## src/rtl/fetch_stage.sv

```systemverilog
// fetch_stage: instruction fetch stage for the 16-bit single-cycle datapath.
// Owns the PC, reads instruction memory through a request/done handshake and
// holds one registered instruction for decode. Stops on HALT or on a fault.
// Optional feature: define FETCH_ICOUNT_EN to build the consumed-instruction
// counter; otherwise icount is tied to zero.
module fetch_stage #(
    parameter logic [15:0] RESET_PC = 16'h0000
) (
    input  logic        clk,
    input  logic        rst,
    input  logic        stall_in,
    input  logic        redirect,
    input  logic [15:0] redirect_pc,
    input  logic        imem_stall,
    input  logic        imem_done,
    input  logic [15:0] imem_data,
    input  logic        imem_err,
    output logic        imem_rd,
    output logic [15:0] imem_addr,
    output logic [15:0] Instruction,
    output logic [15:0] pc,
    output logic [15:0] pc_plus2,
    output logic        instr_valid,
    output logic        halted,
    output logic        err,
    output logic [15:0] icount
);

    typedef enum logic [1:0] {
        S_FETCH,
        S_WAIT,
        S_VALID,
        S_HALTED
    } state_e;

    localparam logic [15:0] NOP_INSTR = 16'h0800;

    state_e      state_q;
    logic [15:0] pc_q;
    logic [15:0] instr_q;
    logic        valid_q;
    logic        halted_q;
    logic        err_q;
    logic        rd_q;

    logic        consume;
    logic        is_halt;
    logic        bad_target;
    logic [15:0] pc_d;

    // Decode-side consume qualifiers and the next sequential/redirected PC.
    always_comb begin
        // NOTE: combinational blocks use blocking '=' and assign every output
        // unconditionally, so no latch can be inferred.
        consume    = (state_q == S_VALID) && !stall_in;
        is_halt    = (instr_q[15:11] == 5'b00000);
        bad_target = redirect && redirect_pc[0];
        pc_d       = redirect ? redirect_pc : (pc_q + 16'd2);
    end

    // Fetch FSM with registered outputs; redirect is only looked at on consume.
    always_ff @(posedge clk or posedge rst) begin
        // NOTE: sequential state uses non-blocking '<=' so every register
        // samples the pre-edge values regardless of statement order.
        if (rst) begin
            state_q  <= S_FETCH;
            pc_q     <= RESET_PC;
            instr_q  <= NOP_INSTR;
            valid_q  <= 1'b0;
            halted_q <= 1'b0;
            err_q    <= 1'b0;
            rd_q     <= 1'b1;
        end else begin
            case (state_q)
                S_FETCH: begin
                    if (!imem_stall) begin
                        state_q <= S_WAIT;
                        rd_q    <= 1'b0;
                    end
                end
                S_WAIT: begin
                    if (imem_done) begin
                        if (imem_err) begin
                            err_q    <= 1'b1;
                            halted_q <= 1'b1;
                            state_q  <= S_HALTED;
                        end else begin
                            instr_q <= imem_data;
                            valid_q <= 1'b1;
                            state_q <= S_VALID;
                        end
                    end
                end
                S_VALID: begin
                    if (!stall_in) begin
                        valid_q <= 1'b0;
                        if (is_halt) begin
                            // HALT never uses the redirect target, so it wins.
                            halted_q <= 1'b1;
                            state_q  <= S_HALTED;
                        end else if (bad_target) begin
                            err_q    <= 1'b1;
                            halted_q <= 1'b1;
                            state_q  <= S_HALTED;
                        end else begin
                            pc_q    <= pc_d;
                            rd_q    <= 1'b1;
                            state_q <= S_FETCH;
                        end
                    end
                end
                S_HALTED: begin
                    state_q <= S_HALTED;
                end
                default: begin
                    state_q <= S_HALTED;
                end
            endcase
        end
    end

`ifdef FETCH_ICOUNT_EN
    logic [15:0] icount_q;

    // Count consumed instructions, including HALT but not faulting redirects.
    always_ff @(posedge clk or posedge rst) begin
        if (rst) begin
            icount_q <= 16'h0000;
        end else if (consume && (is_halt || !bad_target)) begin
            icount_q <= icount_q + 16'd1;
        end
    end

    assign icount = icount_q;
`else
    assign icount = 16'h0000;
`endif

    // Request is suppressed while reset is held so memory never sees a stray read.
    assign imem_rd     = rd_q & ~rst;
    assign imem_addr   = pc_q;
    assign Instruction = instr_q;
    assign pc          = pc_q;
    assign pc_plus2    = pc_q + 16'd2;
    assign instr_valid = valid_q;
    assign halted      = halted_q;
    assign err         = err_q;

endmodule

```

## config.mk

```make
export PLATFORM = sky130hd
export DESIGN_NAME = fetch_stage
export DESIGN_NICKNAME = d
export VERILOG_FILES = /design/src/rtl/fetch_stage.sv
export SDC_FILE = /design/constraint.sdc
export NUM_CORES = 1
export LEC_CHECK = 0
export BUFFER_PORTS_ARGS = -buffer_cell sky130_fd_sc_hd__buf_2
export CAP_MARGIN = 20
export CORE_MARGIN = 3
export CORE_UTILIZATION = 45
export CTS_BUF_LIST = sky130_fd_sc_hd__clkbuf_16
export DETAILED_ROUTE_END_ITERATION = 6
export PLACE_DENSITY = 0.86
export SKIP_LAST_GASP = 1
export SYNTH_ARGS = -nofsm -noshare
export SYNTH_HDL_FRONTEND = slang
export SYNTH_SLANG_ARGS = --single-unit
```

## constraint.sdc

```tcl
create_clock -name clk -period 2.2 [get_ports clk]
set_clock_uncertainty 0.05 [all_clocks]
set_input_delay 0.22 -clock clk [delete_from_list [all_inputs] [get_ports clk]]
set_output_delay 0.22 -clock clk [all_outputs]
set_load 0.1 [all_outputs]
```

After elaboration in Yosys (flattened, before gate mapping). Index checks and enable logic that the tools add are counted.

$add $sub $neg: 1. Multiply operators: 0. Div/mod/pow operators: 0. $lt $le $gt $ge: 0. Equal/unequal tests: 12. Shift operators: 0. Mux-type cells: 26. Bitwise operators: 6. Reduce and logical (&&, ||, !) cells: 12.

Operators by type and width (number): $add A16 B2 Y16 const B (1); $mux W16 (1); $ne A2 B2 Y1 const B (8); $mux W1 (15); $mux W2 (5); $reduce_and A5 Y1 (2); $pmux W1 S2 (4); $pmux W2 S4 (1); $reduce_and A4 Y1 (2); $reduce_and A3 Y1 (2); $reduce_and A6 Y1 (1); $logic_not A5 Y1 (1); $not A1 Y1 (5); $eq A2 B2 Y1 const B (2); $reduce_bool A2 Y1 (2); $ne A3 B3 Y1 const B (1); $eq A2 B1 Y1 const B (1); $logic_not A2 Y1 (1); $and A1 B1 Y1 (1); $logic_and A1 B1 Y1 (1).

Register bits: 38. Latch bits: 0. Memory bits (writable): 0. Bits in read-only memories: 0. Input port bits: 39. Output and inout bits: 84. Word-level logic and storage cells: 64. Memories kept: 0.

Depth between registers and ports, before layout.
Depth after elaboration: 5. Mapped depth: 7. Depth with buffers taken out: 5.

Worst setup path before layout. Ideal clock, no wire load.

Path kind: reg2out. From: register pc_q[1] (netlist: imem_addr[1]). To: output pc_plus2[15]. Arrival: 3982 ps. Data required time: 1930 ps. Path slack: -2052 ps. Cell stages (with the launch flop): 7. Buffers on the path: 1. Cell sequence: dfrtp_1 -> ha_1 -> nand2_2 -> or3_1 -> buf_2 -> or3_4 -> xnor2_1.

Word-level cells in the longest chain between the ends: 1.

RTL lines: start, declared (line 39) `logic [15:0] pc_q;`; start signal, assigned (line 106) `pc_q <= pc_d;`; $add A16 B2 Y16 (line 144) `assign pc_plus2 = pc_q + 16'd2;`; end, declared (line 22) `output logic [15:0] pc_plus2,`.

Every way passes these cells.

Worst setup path in the final report. Same ends and word-level chain as after synthesis.

==> metrics <==
grt total ovfl=0; number of CTS-inserted buffers=5; die width=78.4 um; outcome=complete, but fails checks; Distinct cells, synth=51; CP endpoint kind=output pin; Starting Density=48.3%; CP most frequent cell=or3_4; failing checks=negative setup slack; vias post-DR=2130; Routed WL=6420 um; DRC Markers=0; number of global-route vias before repair=2138; clock root buffer master=clkbuf_16; CP Cell Sequence=ha_4, nand2_2, or3_4, or3_4, xnor2_4, buf_12; Slew Viols, Final=0; number of vias per cell=5.16; TritonCTS clock tree=yes; Final WS setup=-34.6 ps; first-pass GRT wire length=10400 um; post-layout min period=2230 ps; number of synthesized flops with an enable pin=0; CP max-delay cell=dfrtp_4; final net count=385; top cell type's share of synthesized area=38.2%; P&R area growth vs syn=44.2%; top post-synthesis cells by area=dfrtp_1 38%, buf_4 11%, mux2_2 7.6%; PortBufs=106; CP top delay family=simple AND/OR/NAND/NOR gates; # rows=25; DIE HEIGHT=78.4 um; Clock Sinks=38; fillers=378; Iter 0 DRT Violations=145; I/O pin total=123; CTS H-tree lvls=2; Clock Latency Late Sink=280 ps; hold_ws=20.6 ps; ys flop type=dfrtp_1; Post-Syn Area=2360 sq um; Max-Cap Viols=0; worst slack, placed=151 ps; initial antenna violation count=0; post-synthesis async set-or-reset flop share=100%; layout cells sized above 1=54.9%; die area=6140 sq um; part of the cycle the worst path needs=102%; Seq/Total Area, Yosys=40.5%; type of origin of the critical path=register; R2R setup slack=270 ps; RSZ-0062 raised after global routing=true; largest net degree at the start of global routing=39; Min-Delay Path Class=input port to asynchronous set/reset pin; CTS hold repair buffers=0; Worst EP required=1930 ps; Synth warnings=0; Max stage delay on crit path=430 ps; Avg Inst Size Synth=9.66 sq um; Max FO, Critical Path=2; Worst Path Buf+Inv=1; Fin. Hold Viols=0; overall routing resource usage=21.5%; remaining antenna violation count=0; post-synthesis instance total=244; Placer Congestion=0.778; n_diodes=0; Setup Viol. Count Final=1; maximum buffer depth of the clock tree=2; Core Area=4880 sq um; clock-pin slew on the worst setup and hold paths=60 ps; FMAX=0.448 GHz; routed len/inst=15.5 um; Critical Path AT=1960 ps; Seq cells post-synth=38; Final HPWL DP=4690 um; critical path type=register to output pin; DRT Pass-1 Iters=4; cell taking the most area after synthesis=dfrtp_1
[sequential cells by signal, indices dropped and copies added (netlist names)]
signal       count
Instruction     16
instr_valid      1
state_q          2
halted           1
imem_addr       16
rd_q             1
err              1
[logic make-up (layout without fill, tap and decap cells)]
kind of cell    count (synthesis)  count (layout)  synth area share, %
flops                          38              38                 40.5
fa+ha+maj                       1               1                0.531
simple gates                   66              66                 15.3
other cells                     1              16                0.159
compound gates                 52              52                 15.5
xor+xnor                       13              13                 4.83
mux                            19              19                 8.92
buf+inv                        54             141                 14.3
[path summary, 6_finish.rpt]
path | cells after the start | to | from
max in group asynchronous | 3 | imem_addr[1] | rst
setup / recovery | 6 | pc_plus2[15] | imem_addr[1]
hold / removal | 3 | state_q[0] | rst
setup reg to reg | 5 | imem_addr[14] | Instruction[12]
hold reg to reg | 1 | halted | halted
min in group clk | 2 | Instruction[3] | imem_data[3]
[layout make-up]
| cell class | count | area, sq um | area share (%) |
|---|---|---|---|
| Clock inverter | 3 | 37.5 | 1.10 |
| Clock buffer | 5 | 125 | 3.68 |
| Multi-Input combinational cell | 167 | 1310 | 38.5 |
| Tap cell | 67 | 83.8 | 2.47 |
| Sequential cell | 38 | 987 | 29.1 |
| Inverter | 7 | 26.3 | 0.773 |
| Timing Repair Buffer | 126 | 831 | 24.5 |
[layout by cell type, fill, tap and decap left out, types with 5 or more instances in the layout]
cell / instances
a21oi_1: 7
buf_12: 10
buf_2: 96
buf_4: 20
clkbuf_16: 5
conb_1: 16
dfrtp_1: 21
dfrtp_2: 9
dfrtp_4: 6
inv_1: 7
mux2_2: 16
nand2_1: 19
nand3_1: 7
nor2_1: 9
o21ai_0: 12
xnor2_2: 5
[synth_stat cells, types with 2 or more instances]
master,instances
or4_1,2
mux2i_1,3
dfstp_2,2
o211ai_1,2
nor2_1,9
mux2_2,16
nor3b_1,2
o21ai_1,2
xnor2_1,7
xor2_1,6
nand2_1,19
clkbuf_1,8
a2bb2oi_1,2
nor4_1,5
nor2b_1,3
nor3_1,3
buf_4,34
and3_1,4
o21a_1,2
o2bb2ai_1,3
or3_1,2
dfrtp_1,36
inv_1,6
o31ai_1,4
nand3_1,7
buf_2,5
a22oi_1,4
a21o_1,4
a21oi_1,7
nand2_2,2
nor4b_1,2
o21ai_0,12
[routing by layer]
metal / share of wire (%) / track usage [%] / wire length [um] / up-vias
met3: 5.5 / 4.24 / 354 / 12
met4: 1.8 / 7.69 / 115 / 0
li1: - / - / - / 1017
met5: 0 / 0 / 0 / -
met2: 53 / 39.4 / 3400 / 79
met1: 40 / 24.9 / 2550 / 1022
[through the flow]
stage	area [sq um]	utilization (%)	setup TNS (ps)	std cells
after floorplan	2630	-	-3040	259
after global placement	3170	65.0	0	398
after detailed placement	3170	65.0	0	398
after CTS	3380	69.3	-102	412
after global routing	3400	69.6	-253	413
final	3400	69.6	-34.6	413
[what timing repair did]
| action | 4_1_cts | 5_1_grt |
|---|---|---|
| gates resized for setup | 1 | 1 |
| endpoints found under the hold margin | 0 | 0 |
| buffers inserted | 6 | 1 |
| pin swaps | 3 | 1 |
| setup endpoints to repair | 3 | 4 |
[tightest hold or removal path, delay by kind of cell]
family | cells | cell delay [ps]
buf+inv | 3 | 580
Power is left out: the tool's default activity adds up to more than one toggle a clock period on the data nets, which glitch-free logic cannot reach.
